**src/rtl/spi_pkg.sv**
```systemverilog
// Shared definitions for the SPI frame engine and its companion blocks.
package spi_pkg;

  // Default log2 of the widest supported frame
  localparam int SPI_MAX_WIDTH_LOG = 4;

  // Widest supported frame in bits
  localparam int MAXW = 2 ** SPI_MAX_WIDTH_LOG;

  // Frame sequencer states
  typedef enum logic [1:0] {
    IDLE  = 2'd0,
    SHIFT = 2'd1,
    DONE  = 2'd2
  } spi_state_e;

endpackage

```
**src/rtl/spi_frame_engine_if.sv**
```systemverilog
// Host-side load/result bus of the SPI frame engine.
interface spi_frame_engine_if #(
  parameter int SPI_MAX_WIDTH_LOG = spi_pkg::SPI_MAX_WIDTH_LOG
) ();

  localparam int MAXW = 2 ** SPI_MAX_WIDTH_LOG;

  logic [MAXW-1:0] din;
  logic            din_valid;
  logic            din_ready;
  logic [MAXW-1:0] dout;
  logic            dout_valid;
  logic            frame_done;
  logic            busy;

  // Host / register-FIFO side
  modport master (
    output din, din_valid,
    input  din_ready, dout, dout_valid, frame_done, busy
  );

  // Engine side
  modport slave (
    input  din, din_valid,
    output din_ready, dout, dout_valid, frame_done, busy
  );

endinterface

```
**src/rtl/spi_bit_counter.sv**
```systemverilog
// Frame bit counter: clear, increment and terminal-count against the frame length.
// Also used by the SCK generator to count edges.
module spi_bit_counter
  import spi_pkg::*;
#(
  parameter int CNT_W = SPI_MAX_WIDTH_LOG
) (
  input  logic             clk,
  input  logic             rst_n,
  input  logic             i_clr,
  input  logic             i_inc,
  input  logic [CNT_W-1:0] i_last,
  output logic [CNT_W-1:0] o_cnt,
  output logic             o_tc
);

  logic [CNT_W-1:0] r_cnt;

  // Clear has priority over increment so a load always starts at zero
  always_ff @(posedge clk or negedge rst_n) begin
    if (!rst_n) begin
      r_cnt <= {CNT_W{1'b0}};
    end else if (i_clr) begin
      r_cnt <= {CNT_W{1'b0}};
    end else if (i_inc) begin
      r_cnt <= r_cnt + CNT_W'(1);
    end else begin
      r_cnt <= r_cnt;
    end
  end

  assign o_cnt = r_cnt;
  assign o_tc  = (r_cnt == i_last);

endmodule

```
**src/rtl/spi_frame_engine_chk.sv**
```systemverilog
// Protocol checks for the SPI frame engine strobe inputs.
module spi_frame_engine_chk (
  input logic clk,
  input logic rst_n,
  input logic i_first_edge,
  input logic i_second_edge
);

  // Leading and trailing SCK strobes must never coincide
  a_single_strobe: assert property (
    @(posedge clk) disable iff (!rst_n) !(i_first_edge && i_second_edge)
  );

endmodule

```
**src/rtl/spi_frame_engine.sv**
```systemverilog
// SPI master shift datapath with runtime frame length, bit order and abort.
// The frame is latched at load; mosi is re-driven on the write strobe and miso
// is captured on the read strobe directly into its final bit position, so the
// received word is already right-aligned when the frame completes.
module spi_frame_engine #(
  parameter int SPI_MAX_WIDTH_LOG = spi_pkg::SPI_MAX_WIDTH_LOG
) (
  input  logic                         clk,
  input  logic                         rst_n,
  input  logic                         cpha,
  input  logic                         lsb_first,
  input  logic [SPI_MAX_WIDTH_LOG-1:0] frame_len,
  input  logic                         sck_first_edge,
  input  logic                         sck_second_edge,
  input  logic                         spi_abort,
  output logic                         mosi,
  input  logic                         miso,
  spi_frame_engine_if.slave            host
);

  import spi_pkg::spi_state_e;
  import spi_pkg::IDLE;
  import spi_pkg::SHIFT;
  import spi_pkg::DONE;

  localparam int MAXW = 2 ** SPI_MAX_WIDTH_LOG;
  localparam int CW   = SPI_MAX_WIDTH_LOG;

  spi_state_e      r_state;
  spi_state_e      w_state_nxt;

  logic            r_cpha;
  logic            r_lsb;
  logic [CW-1:0]   r_len;
  logic [MAXW-1:0] r_tx;
  logic [CW-1:0]   r_tx_cnt;
  logic            r_first_wr;
  logic [MAXW-1:0] r_rx;
  logic [MAXW-1:0] r_dout;
  logic            r_dout_valid;
  logic            r_busy;
  logic            r_mosi;

  logic            w_load;
  logic            w_read;
  logic            w_write;
  logic            w_rd_shift;
  logic [CW-1:0]   w_cnt;
  logic            w_tc;
  logic [CW-1:0]   w_rx_idx;
  logic [CW-1:0]   w_first_idx;
  logic [CW-1:0]   w_tx_cnt_nxt;
  logic [CW-1:0]   w_tx_idx_nxt;
  logic [MAXW-1:0] w_rx_nxt;

  // Strobe roles follow the latched clock phase; read wins if both fire
  assign w_read  = r_cpha ? sck_second_edge : sck_first_edge;
  assign w_write = r_cpha ? sck_first_edge  : sck_second_edge;

  assign w_load     = (r_state == IDLE) && host.din_valid;
  assign w_rd_shift = (r_state == SHIFT) && !spi_abort && w_read;

  // Bit positions: LSB-first walks up from 0, MSB-first walks down from L-1
  assign w_first_idx  = lsb_first ? {CW{1'b0}} : frame_len;
  assign w_rx_idx     = r_lsb ? w_cnt : (r_len - w_cnt);
  assign w_tx_cnt_nxt = r_tx_cnt + CW'(1);
  assign w_tx_idx_nxt = r_lsb ? w_tx_cnt_nxt : (r_len - w_tx_cnt_nxt);

  spi_bit_counter #(
    .CNT_W (CW)
  ) u_bit_cnt (
    .clk    (clk),
    .rst_n  (rst_n),
    .i_clr  (w_load),
    .i_inc  (w_rd_shift),
    .i_last (r_len),
    .o_cnt  (w_cnt),
    .o_tc   (w_tc)
  );

  spi_frame_engine_chk u_chk (
    .clk           (clk),
    .rst_n         (rst_n),
    .i_first_edge  (sck_first_edge),
    .i_second_edge (sck_second_edge)
  );

  // Receive word with the current miso bit dropped into its final position
  always_comb begin
    w_rx_nxt = r_rx;
    if (w_rd_shift) begin
      w_rx_nxt[w_rx_idx] = miso;
    end else begin
      w_rx_nxt = r_rx;
    end
  end

  // Next-state decode for the IDLE -> SHIFT -> DONE sequence
  always_comb begin
    w_state_nxt = r_state;
    case (r_state)
      IDLE: begin
        if (host.din_valid) begin
          w_state_nxt = SHIFT;
        end else begin
          w_state_nxt = IDLE;
        end
      end
      SHIFT: begin
        if (spi_abort) begin
          w_state_nxt = IDLE;
        end else if (w_read && w_tc) begin
          w_state_nxt = DONE;
        end else begin
          w_state_nxt = SHIFT;
        end
      end
      DONE: begin
        w_state_nxt = IDLE;
      end
      default: begin
        w_state_nxt = IDLE;
      end
    endcase
  end

  // Frame datapath: latch at load, shift on strobes, publish or discard at the end
  always_ff @(posedge clk or negedge rst_n) begin
    if (!rst_n) begin
      r_state      <= IDLE;
      r_cpha       <= 1'b0;
      r_lsb        <= 1'b0;
      r_len        <= {CW{1'b0}};
      r_tx         <= {MAXW{1'b0}};
      r_tx_cnt     <= {CW{1'b0}};
      r_first_wr   <= 1'b0;
      r_rx         <= {MAXW{1'b0}};
      r_dout       <= {MAXW{1'b0}};
      r_dout_valid <= 1'b0;
      r_busy       <= 1'b0;
      r_mosi       <= 1'b0;
    end else begin
      r_state      <= w_state_nxt;
      r_dout_valid <= 1'b0;
      case (r_state)
        IDLE: begin
          if (host.din_valid) begin
            r_cpha     <= cpha;
            r_lsb      <= lsb_first;
            r_len      <= frame_len;
            r_tx       <= host.din;
            r_tx_cnt   <= {CW{1'b0}};
            r_first_wr <= cpha;
            r_rx       <= {MAXW{1'b0}};
            r_busy     <= 1'b1;
            r_mosi     <= host.din[w_first_idx];
          end else begin
            r_busy <= 1'b0;
            r_mosi <= 1'b0;
          end
        end
        SHIFT: begin
          if (spi_abort) begin
            r_busy <= 1'b0;
            r_mosi <= 1'b0;
          end else if (w_read) begin
            r_rx <= w_rx_nxt;
            if (w_tc) begin
              r_dout       <= w_rx_nxt;
              r_dout_valid <= 1'b1;
            end else begin
              r_dout_valid <= 1'b0;
            end
          end else if (w_write) begin
            // With cpha=1 the first bit is already on the line at load
            if (r_first_wr) begin
              r_first_wr <= 1'b0;
            end else begin
              r_tx_cnt <= w_tx_cnt_nxt;
              r_mosi   <= r_tx[w_tx_idx_nxt];
            end
          end else begin
            r_rx <= r_rx;
          end
        end
        DONE: begin
          r_busy <= 1'b0;
          r_mosi <= 1'b0;
        end
        default: begin
          r_busy <= 1'b0;
          r_mosi <= 1'b0;
        end
      endcase
    end
  end

  assign mosi            = r_mosi;
  assign host.dout       = r_dout;
  assign host.dout_valid = r_dout_valid;
  assign host.frame_done = r_dout_valid;
  assign host.busy       = r_busy;
  assign host.din_ready  = (r_state == IDLE);

endmodule

```
**src/flat_wrapper.sv**
```systemverilog
// flat-port wrapper written by rule: the top's interface ports become plain ports
module spi_frame_engine_flat import spi_pkg::spi_state_e; import spi_pkg::IDLE; import spi_pkg::SHIFT; import spi_pkg::DONE;
#(
  parameter int SPI_MAX_WIDTH_LOG = spi_pkg::SPI_MAX_WIDTH_LOG
)
  (clk, rst_n, cpha, lsb_first, frame_len, sck_first_edge, sck_second_edge, spi_abort, mosi, miso, host_din, host_din_valid, host_din_ready, host_dout, host_dout_valid, host_frame_done, host_busy);
  spi_frame_engine_if #(.SPI_MAX_WIDTH_LOG(SPI_MAX_WIDTH_LOG)) host_i ();
  input  logic clk;
  input  logic rst_n;
  input  logic cpha;
  input  logic lsb_first;
  input  logic [SPI_MAX_WIDTH_LOG-1:0] frame_len;
  input  logic sck_first_edge;
  input  logic sck_second_edge;
  input  logic spi_abort;
  output logic mosi;
  input  logic miso;
  input wire logic [$bits(host_i.din)-1:0] host_din;
  input wire logic [$bits(host_i.din_valid)-1:0] host_din_valid;
  output wire logic [$bits(host_i.din_ready)-1:0] host_din_ready;
  output wire logic [$bits(host_i.dout)-1:0] host_dout;
  output wire logic [$bits(host_i.dout_valid)-1:0] host_dout_valid;
  output wire logic [$bits(host_i.frame_done)-1:0] host_frame_done;
  output wire logic [$bits(host_i.busy)-1:0] host_busy;
  assign host_i.din = host_din;
  assign host_i.din_valid = host_din_valid;
  assign host_din_ready = host_i.din_ready;
  assign host_dout = host_i.dout;
  assign host_dout_valid = host_i.dout_valid;
  assign host_frame_done = host_i.frame_done;
  assign host_busy = host_i.busy;
  spi_frame_engine #(.SPI_MAX_WIDTH_LOG(SPI_MAX_WIDTH_LOG)) u_core (.clk(clk), .rst_n(rst_n), .cpha(cpha), .lsb_first(lsb_first), .frame_len(frame_len), .sck_first_edge(sck_first_edge), .sck_second_edge(sck_second_edge), .spi_abort(spi_abort), .mosi(mosi), .miso(miso), .host(host_i));
endmodule
```
**config.mk**
```make
export PLATFORM = sky130hd
export DESIGN_NAME = spi_frame_engine_flat
export DESIGN_NICKNAME = d
export VERILOG_FILES = /design/src/rtl/spi_pkg.sv /design/src/rtl/spi_frame_engine_if.sv /design/src/rtl/spi_bit_counter.sv /design/src/rtl/spi_frame_engine_chk.sv /design/src/rtl/spi_frame_engine.sv /design/src/flat_wrapper.sv
export SDC_FILE = /design/constraint.sdc
export NUM_CORES = 1
export LEC_CHECK = 0
export CAP_MARGIN = 20
export CORE_UTILIZATION = 40
export DETAILED_ROUTE_END_ITERATION = 12
export GPL_TIMING_DRIVEN = 0
export PLACE_DENSITY = 0.64
export SLEW_MARGIN = 30
export SYNTH_ARGS = -nofsm -noshare
export SYNTH_HDL_FRONTEND = slang
export SYNTH_SLANG_ARGS = --single-unit
```
**constraint.sdc**
```tcl
create_clock -name clk -period 3.4 [get_ports clk]
set_input_delay 0.68 -clock clk [delete_from_list [all_inputs] [get_ports clk]]
set_output_delay 0.68 -clock clk [all_outputs]
set_load 0.05 [all_outputs]
```
Yosys cells after proc, flatten, opt, wreduce, memory -nomap -nowiden
Index checks and enable logic that the tools add are counted.
{"block": "word_totals", "out_inout_bits": 21, "input_bits": 29, "wordCells": 96, "regBits": 68}
{"block": "classes", "n_lt_le_gt_ge": 4, "mux": 47, "add_sub_neg": 4, "reduce_logical": 15, "n_eq_ne": 12, "bitwise_logic": 1}
{"operator": "$mux W16", "n": 4}
{"operator": "$mux W4", "n": 10}
{"operator": "$pmux W16 S2", "n": 1}
{"operator": "$mux W1", "n": 21}
{"operator": "$bwmux W16", "n": 1}
{"operator": "$lt A4 B5 Y1 const B", "n": 3}
{"operator": "$ne A2 B2 Y1 const B", "n": 5}
{"operator": "$add A4 B1 Y4 const B", "n": 2}
{"operator": "$bmux W1 S4", "n": 2}
{"operator": "$pmux W4 S2", "n": 1}
{"operator": "$reduce_and A4 Y1", "n": 2}
{"operator": "$sub A4 B4 Y4", "n": 2}
{"operator": "$ne A3 B3 Y1 const B", "n": 2}
{"operator": "$pmux W1 S2", "n": 3}
{"operator": "$reduce_and A6 Y1", "n": 1}
{"operator": "$logic_and A1 B1 Y1", "n": 5}
{"operator": "$reduce_and A5 Y1", "n": 1}
{"operator": "$demux W1 S4", "n": 1}
{"operator": "$eq A4 B4 Y1", "n": 1}
{"operator": "$ge A4 B1 Y1 const B", "n": 1}
{"operator": "$mux W2", "n": 2}
{"operator": "$ne A2 B1 Y1 const B", "n": 2}
{"operator": "$pmux W2 S2", "n": 1}
{"operator": "$reduce_bool A2 Y1", "n": 2}
{"operator": "7 further kinds", "n": 7}

Depth between registers and ports, before layout
{"block": "depth", "ltp_word": 11, "mapped_depth": 10, "depth_no_buf": 10}

Modules after synthesis
Synthesis repeated with hierarchy kept, for this count alone.
{"block": "hier_totals", "hier_cells": 420, "area_unflattened_um2": 3834.9}
{"module": "spi_frame_engine", "n_inst": 1, "seq_area_each_um2": 1601.5, "cells_each": 399, "area_each_um2": 3601.0}
{"module": "spi_bit_counter", "n_inst": 1, "seq_area_each_um2": 100.1, "cells_each": 21, "area_each_um2": 234.0}

Worst setup path before layout
Ideal clock, no wire load.
{"block": "synth_path", "path_kind": "register -> register", "start": "reg u_core.u_bit_cnt.r_cnt[0], in the netlist u_core.u_bit_cnt.o_cnt[0]", "end": "reg u_core.r_rx[3]", "slack_ns": 0.603, "period_less_slack_ns": 2.797, "path_stages_with_launch": 10, "n_path_buf": 0, "setup_ns": 0.129, "arrival_time_ns": 2.669, "required_ns": 3.271, "path_cell_list": "dfrtp_1 -> ha_1 -> inv_1 -> fa_1 -> or3b_2 -> a211oi_1 -> nand2_1 -> or4_1 -> a21oi_1 -> o22ai_1"}
{"block": "synth_between", "elab_chain_len": 11, "word_cells_on_any_way": 12, "cone_classes": "1 x add/sub; 2 x order compare; 8 x mux; 1 x reduce/logical"}
{"item": "from (decl)", "line_no": "spi_bit_counter.sv:17", "text": "logic [CNT_W-1:0] r_cnt;"}
{"item": "from (signal assigned)", "line_no": "spi_bit_counter.sv:22", "text": "r_cnt <= {CNT_W{1'b0}};"}
{"item": "from (signal assigned)", "line_no": "spi_bit_counter.sv:24", "text": "r_cnt <= {CNT_W{1'b0}};"}
{"item": "from (signal assigned)", "line_no": "spi_bit_counter.sv:26", "text": "r_cnt <= r_cnt + CNT_W'(1);"}
{"item": "$sub A4 B4 Y4", "line_no": "spi_frame_engine.sv:65", "text": "assign w_rx_idx = r_lsb ? w_cnt : (r_len - w_cnt);"}
{"item": "$mux W4 *", "line_no": "spi_frame_engine.sv:65"}
{"item": "$lt A4 B5 Y1 (implied by the code) or $ge A4 B1 Y1 (tied branches)", "line_no": "spi_frame_engine.sv:92", "text": "w_rx_nxt[w_rx_idx] = miso;"}
{"item": "$logic_and A1 B1 Y1 (implied by the code)", "line_no": "spi_frame_engine.sv:92"}
{"item": "$mux W1 (implied by the code)", "line_no": "spi_frame_engine.sv:92"}
{"item": "$demux W1 S4 *"}
{"item": "$bwmux W16 *", "line_no": "spi_frame_engine.sv:92"}
{"item": "$mux W16 *", "line_no": "spi_frame_engine.sv:91", "text": "if (w_rd_shift) begin"}
{"item": "$mux W16 *", "line_no": "spi_frame_engine.sv:166", "text": "end else if (w_read) begin"}
{"item": "$mux W16 *", "line_no": "spi_frame_engine.sv:163", "text": "if (spi_abort) begin"}
{"item": "$pmux W16 S2 *", "line_no": "spi_frame_engine.sv:145", "text": "case (r_state)"}
{"item": "to (signal assigned)", "line_no": "spi_frame_engine.sv:154", "text": "r_rx <= {MAXW{1'b0}};"}
{"item": "to (signal assigned)", "line_no": "spi_frame_engine.sv:167", "text": "r_rx <= w_rx_nxt;"}
{"item": "to (signal assigned)", "line_no": "spi_frame_engine.sv:183", "text": "r_rx <= r_rx;"}
{"item": "to (decl)", "line_no": "spi_frame_engine.sv:38", "text": "logic [MAXW-1:0] r_rx;"}
Mark *: on every way between the ends. The rest lies on a longest branch, timed or not. The select of a mux whose other input is x is not followed.
A chain may end at the register's enable or synchronous reset.

Worst setup path after layout
{"block": "layout_path", "start": "reg u_core.u_bit_cnt.r_cnt[0], in the netlist u_core.u_bit_cnt.o_cnt[0]", "end": "reg u_core.r_dout[3], in the netlist u_core.host.dout[3]"}
{"block": "layout_between", "elab_chain_len": 8, "word_cells_on_any_way": 11, "cone_classes": "1 x add/sub; 2 x order compare; 1 x eq/ne; 5 x mux; 2 x reduce/logical"}
{"item": "$sub A4 B4 Y4", "line_no": "spi_frame_engine.sv:65"}
{"item": "$mux W4", "line_no": "spi_frame_engine.sv:65"}
{"item": "$lt A4 B5 Y1 (implied by the code) or $ge A4 B1 Y1 (tied branches)", "line_no": "spi_frame_engine.sv:92"}
{"item": "$logic_and A1 B1 Y1 (implied by the code)", "line_no": "spi_frame_engine.sv:92"}
{"item": "$mux W1 (implied by the code)", "line_no": "spi_frame_engine.sv:92"}
{"item": "$demux W1 S4"}
{"item": "$bwmux W16", "line_no": "spi_frame_engine.sv:92"}
{"item": "$mux W16", "line_no": "spi_frame_engine.sv:91"}
{"item": "to (signal assigned)", "line_no": "spi_frame_engine.sv:138", "text": "r_dout <= {MAXW{1'b0}};"}
{"item": "to (signal assigned)", "line_no": "spi_frame_engine.sv:169", "text": "r_dout <= w_rx_nxt;"}
{"item": "to (decl)", "line_no": "spi_frame_engine.sv:39", "text": "logic [MAXW-1:0] r_dout;"}
Several ways; a longest one is shown, not always the timed one.

==> out/metrics.yaml <==
status:
  status: "finished clean"
floorplan:
  die_w_um: 100.8
  die-height_um: 100.8
  num_rows: 35
  dieArea_um2: 10160
  boundaryPins: 50
  initial_utilization_pct: 41.84
  core_um2: 9328
global_route:
  grt_usage_pct: 20.21
  grt-ovfl-total: 0
  grt_antenna_before_repair: 0
  first_global_vias: 3186
  grt_pass1_wl_um: 15750
  grt_max_degree: 39
clocking:
  cts_buffers: 9
  cts.sinks: 68
  clk_path_buf_depth: 2
  clockRootBuffer: "clkbuf_8"
  htreeDepth: 3
  clock_latency_ns: 0.35
  cts_hold_buf: 0
  clkTransAtPathRegs_ns: 0.08
  cts_tree: "yes"
  post-cts-setup-buffers: 0
  cts_resized: 0
finish:
  drive_above_1_share_pct: 13.88
  fin_util_pct: 51.35
  syn_to_final_growth_pct: 22.73
  diodes: 0
  nets: 488
logic_synthesis:
  synthCells: 388
  synth_nets: 427
  synthesis.area_um2: 3902
  seq_area_frac_synth_pct: 43.60
  yosysWarnings: 0
  synth-edff-count: 0
  yosysUniqueCellTypes: 64
  synth_top_area_cell: "dfrtp_1"
  syn_area_per_cell_um2: 10.06
  async_flop_share_pct: 100.0
  ys_ff_latch: 68
  synth_top_cell_area_share_pct: 43.60
  yosys_most_used_dff: "dfrtp_1"
  ys_top_cells_by_area: "dfrtp_1 44%, mux2_2 6.3%, mux2i_1 4.4%"
power_and_ir_drop:
  ir_drop_mv: 0.3619
  leakage_nw: 1.942
  p_per_area_nw_per_um2: 794.0
timing:
  report.final.slew_viol_count: 0
  final.period_utilization_pct: 90.02
  setup_viol_count_final: 0
  hold_viol_final: 0
  finClkSkew_ns: 0.01398
  min_period_ns: 3.061
  max_freq_mhz: 326.7
  max_slew_margin_pct: 46.35
  tns_ns: 0
  tightest_slew_ns: 0.7824
  rsz0062_at_grt: "false"
critical_path:
  worstPathArrival_ns: 3.29
  path_class: "reg2reg"
  path_cells: "ha_1 > inv_1 > fa_1 > or3b_2 > a211oi_1 > nand2_1 > or4_1 > mux2i_1 > o21ai_0"
  worst_path_max_delay_cell: "fa_1"
  cp.buffers_inverters: 1
  required_ns: 3.63
  cp-startpoint: "u_core.u_bit_cnt.o_cnt[0]"
  r2r_start: "u_core.u_bit_cnt.o_cnt[0]"
  start_kind: "flop"
  slowest_delay_ns: 0.53
  crit_family: "simple AND/OR/NAND/NOR gates"
  crit_path_max_fanout: 8
  cp-end-kind: "flop"
detailed_routing:
  drtPass1Iterations: 4
  drt_wl_total_um: 9420
  drc: 0
  drt_iter0_markers: 118
  ant_nets: 0
  via_count: 3187
  via_per_inst: 5.467
  drt-wirelength-per-cell_um: 16.16
place:
  gp_congestion: 0.8128
  dpl.hpwl_um: 7049
  port_buffers: 49
min_path:
  hp-class: "in2async"
job:
  max_cap_violations: 0
==> cell families after synthesis <==
| kind of cell | share of synthesized area (%) |
|---|---|
| DFF | 43.60 |
| buffers and inverters | 4.456 |
| adders and majority gates | 3.591 |
| and+or+nand+nor | 16.96 |
| AOI/OAI and AO/OA | 16.35 |
| muxes | 13.02 |
| xor gates and xnor gates | 2.020 |
==> metrics by stage <==
| step | total power [mW] | instances | worst slack, ns | hold slack, ns | area, um^2 |
|---|---|---|---|---|---|
| detailed placement | 3.065 | 567 | -0.06560 | 0.4696 | 4572 |
| CTS | 3.827 | 583 | 0.3133 | 0.2609 | 4790 |
| global placement | 3.026 | 566 | -0.7206 | 0.4626 | 4554 |
| finish | 3.803 | 583 | 0.3392 | 0.2488 | 4790 |
| global route | 4.047 | 583 | 0.05925 | 0.2645 | 4790 |
| floorplan | 2.530 | 388 | 0.6026 | 0.3844 | 3902 |
==> where the power goes <==
part / internal [mW] / switching [mW]
clock network: 0.433 / 0.320
registers: 1.02 / 0.138
logic: 0.762 / 1.13
total: 2.21 / 1.59
==> synth_stat cells (3+ instances only) <==
master    number
a211oi_1       3
a21oi_1       13
a22o_1         5
a31oi_1       14
buf_1          3
buf_2          3
clkbuf_1       7
dfrtp_1       68
ha_1           8
inv_1         13
mux2_2        22
mux2i_1       17
mux4_2         3
nand2_1       37
nand2b_1       5
nand3_1       20
nand3b_1       4
nor2_1        26
nor3_1         3
o211ai_1      14
o21ai_0       28
o22ai_1        3
or3_1          8
xnor2_1        6
xor2_1         3
==> cell type report <==
| type | count | area (um^2) |
|---|---|---|
| Fill cell | 868 | 4538 |
| Multi-Input combinational cell | 286 | 2027 |
| Sequential cell | 68 | 1702 |
| Timing Repair Buffer | 50 | 508.0 |
| Tap cell | 129 | 161.4 |
| Clock buffer | 12 | 145.1 |
| Buffer | 19 | 117.6 |
| Clock inverter | 4 | 72.57 |
| Inverter | 15 | 56.30 |
==> registers in the layout, indices dropped and copies added, names as in the netlist, 2 cells and up <==
name                    flops
u_core.r_len                4
u_core.u_bit_cnt.o_cnt      4
u_core.host.dout           16
u_core.r_state              2
u_core.r_tx_cnt             4
u_core.r_tx                16
u_core.r_rx                16
==> worst register-to-register path, delay by kind of cell, from the launching register on <==
family          cells  cell delay (ns)
buf+inv             1             0.05
compound gates      2             0.40
flops               1             0.49
mux                 1             0.19
fa+ha+maj           2             0.75
simple gates        3             1.06
==> per-layer routing <==
metal | GRT usage, % | part of all wire [%] | vias up
li1 | - | - | 1547
met2 | 35.51 | 50 | 74
met1 | 24.28 | 45 | 1553
met3 | 4.230 | 3.5 | 13
met5 | 0 | 0 | -
met4 | 7.692 | 1.9 | 0
==> worst paths after layout <==
path | endpoint | slack (ns) | cells after the start
setup / recovery | u_core.host.dout[3] | 0.34 | 9
hold / removal | u_core.r_rx[8] | 0.25 | 1
setup reg to reg | u_core.host.dout[3] | 0.34 | 9
hold reg to reg | u_core.host.dout[3] | 0.48 | 2
max in group asynchronous | u_core.r_tx_cnt[3] | 2.59 | 2
min in group clk | u_core.host.dout[3] | 0.48 | 2
==> cells in the final DEF (no fill, tap or decap), types with 4 or more instances in the layout <==
cell type,count
mux2i_1,17
clkbuf_8,12
clkbuf_1,9
clkdlybuf4s50_1,48
o21ai_0,28
nand3_1,20
mux2_2,22
xnor2_1,6
inv_1,13
nand3b_1,4
nand2b_1,5
ha_1,8
nand2_1,37
a21oi_1,13
nor2_1,26
dfrtp_1,68
or3_1,8
a22o_1,5
a31oi_1,14
o211ai_1,14
Note: power is estimated with default switching activity, not from simulation.
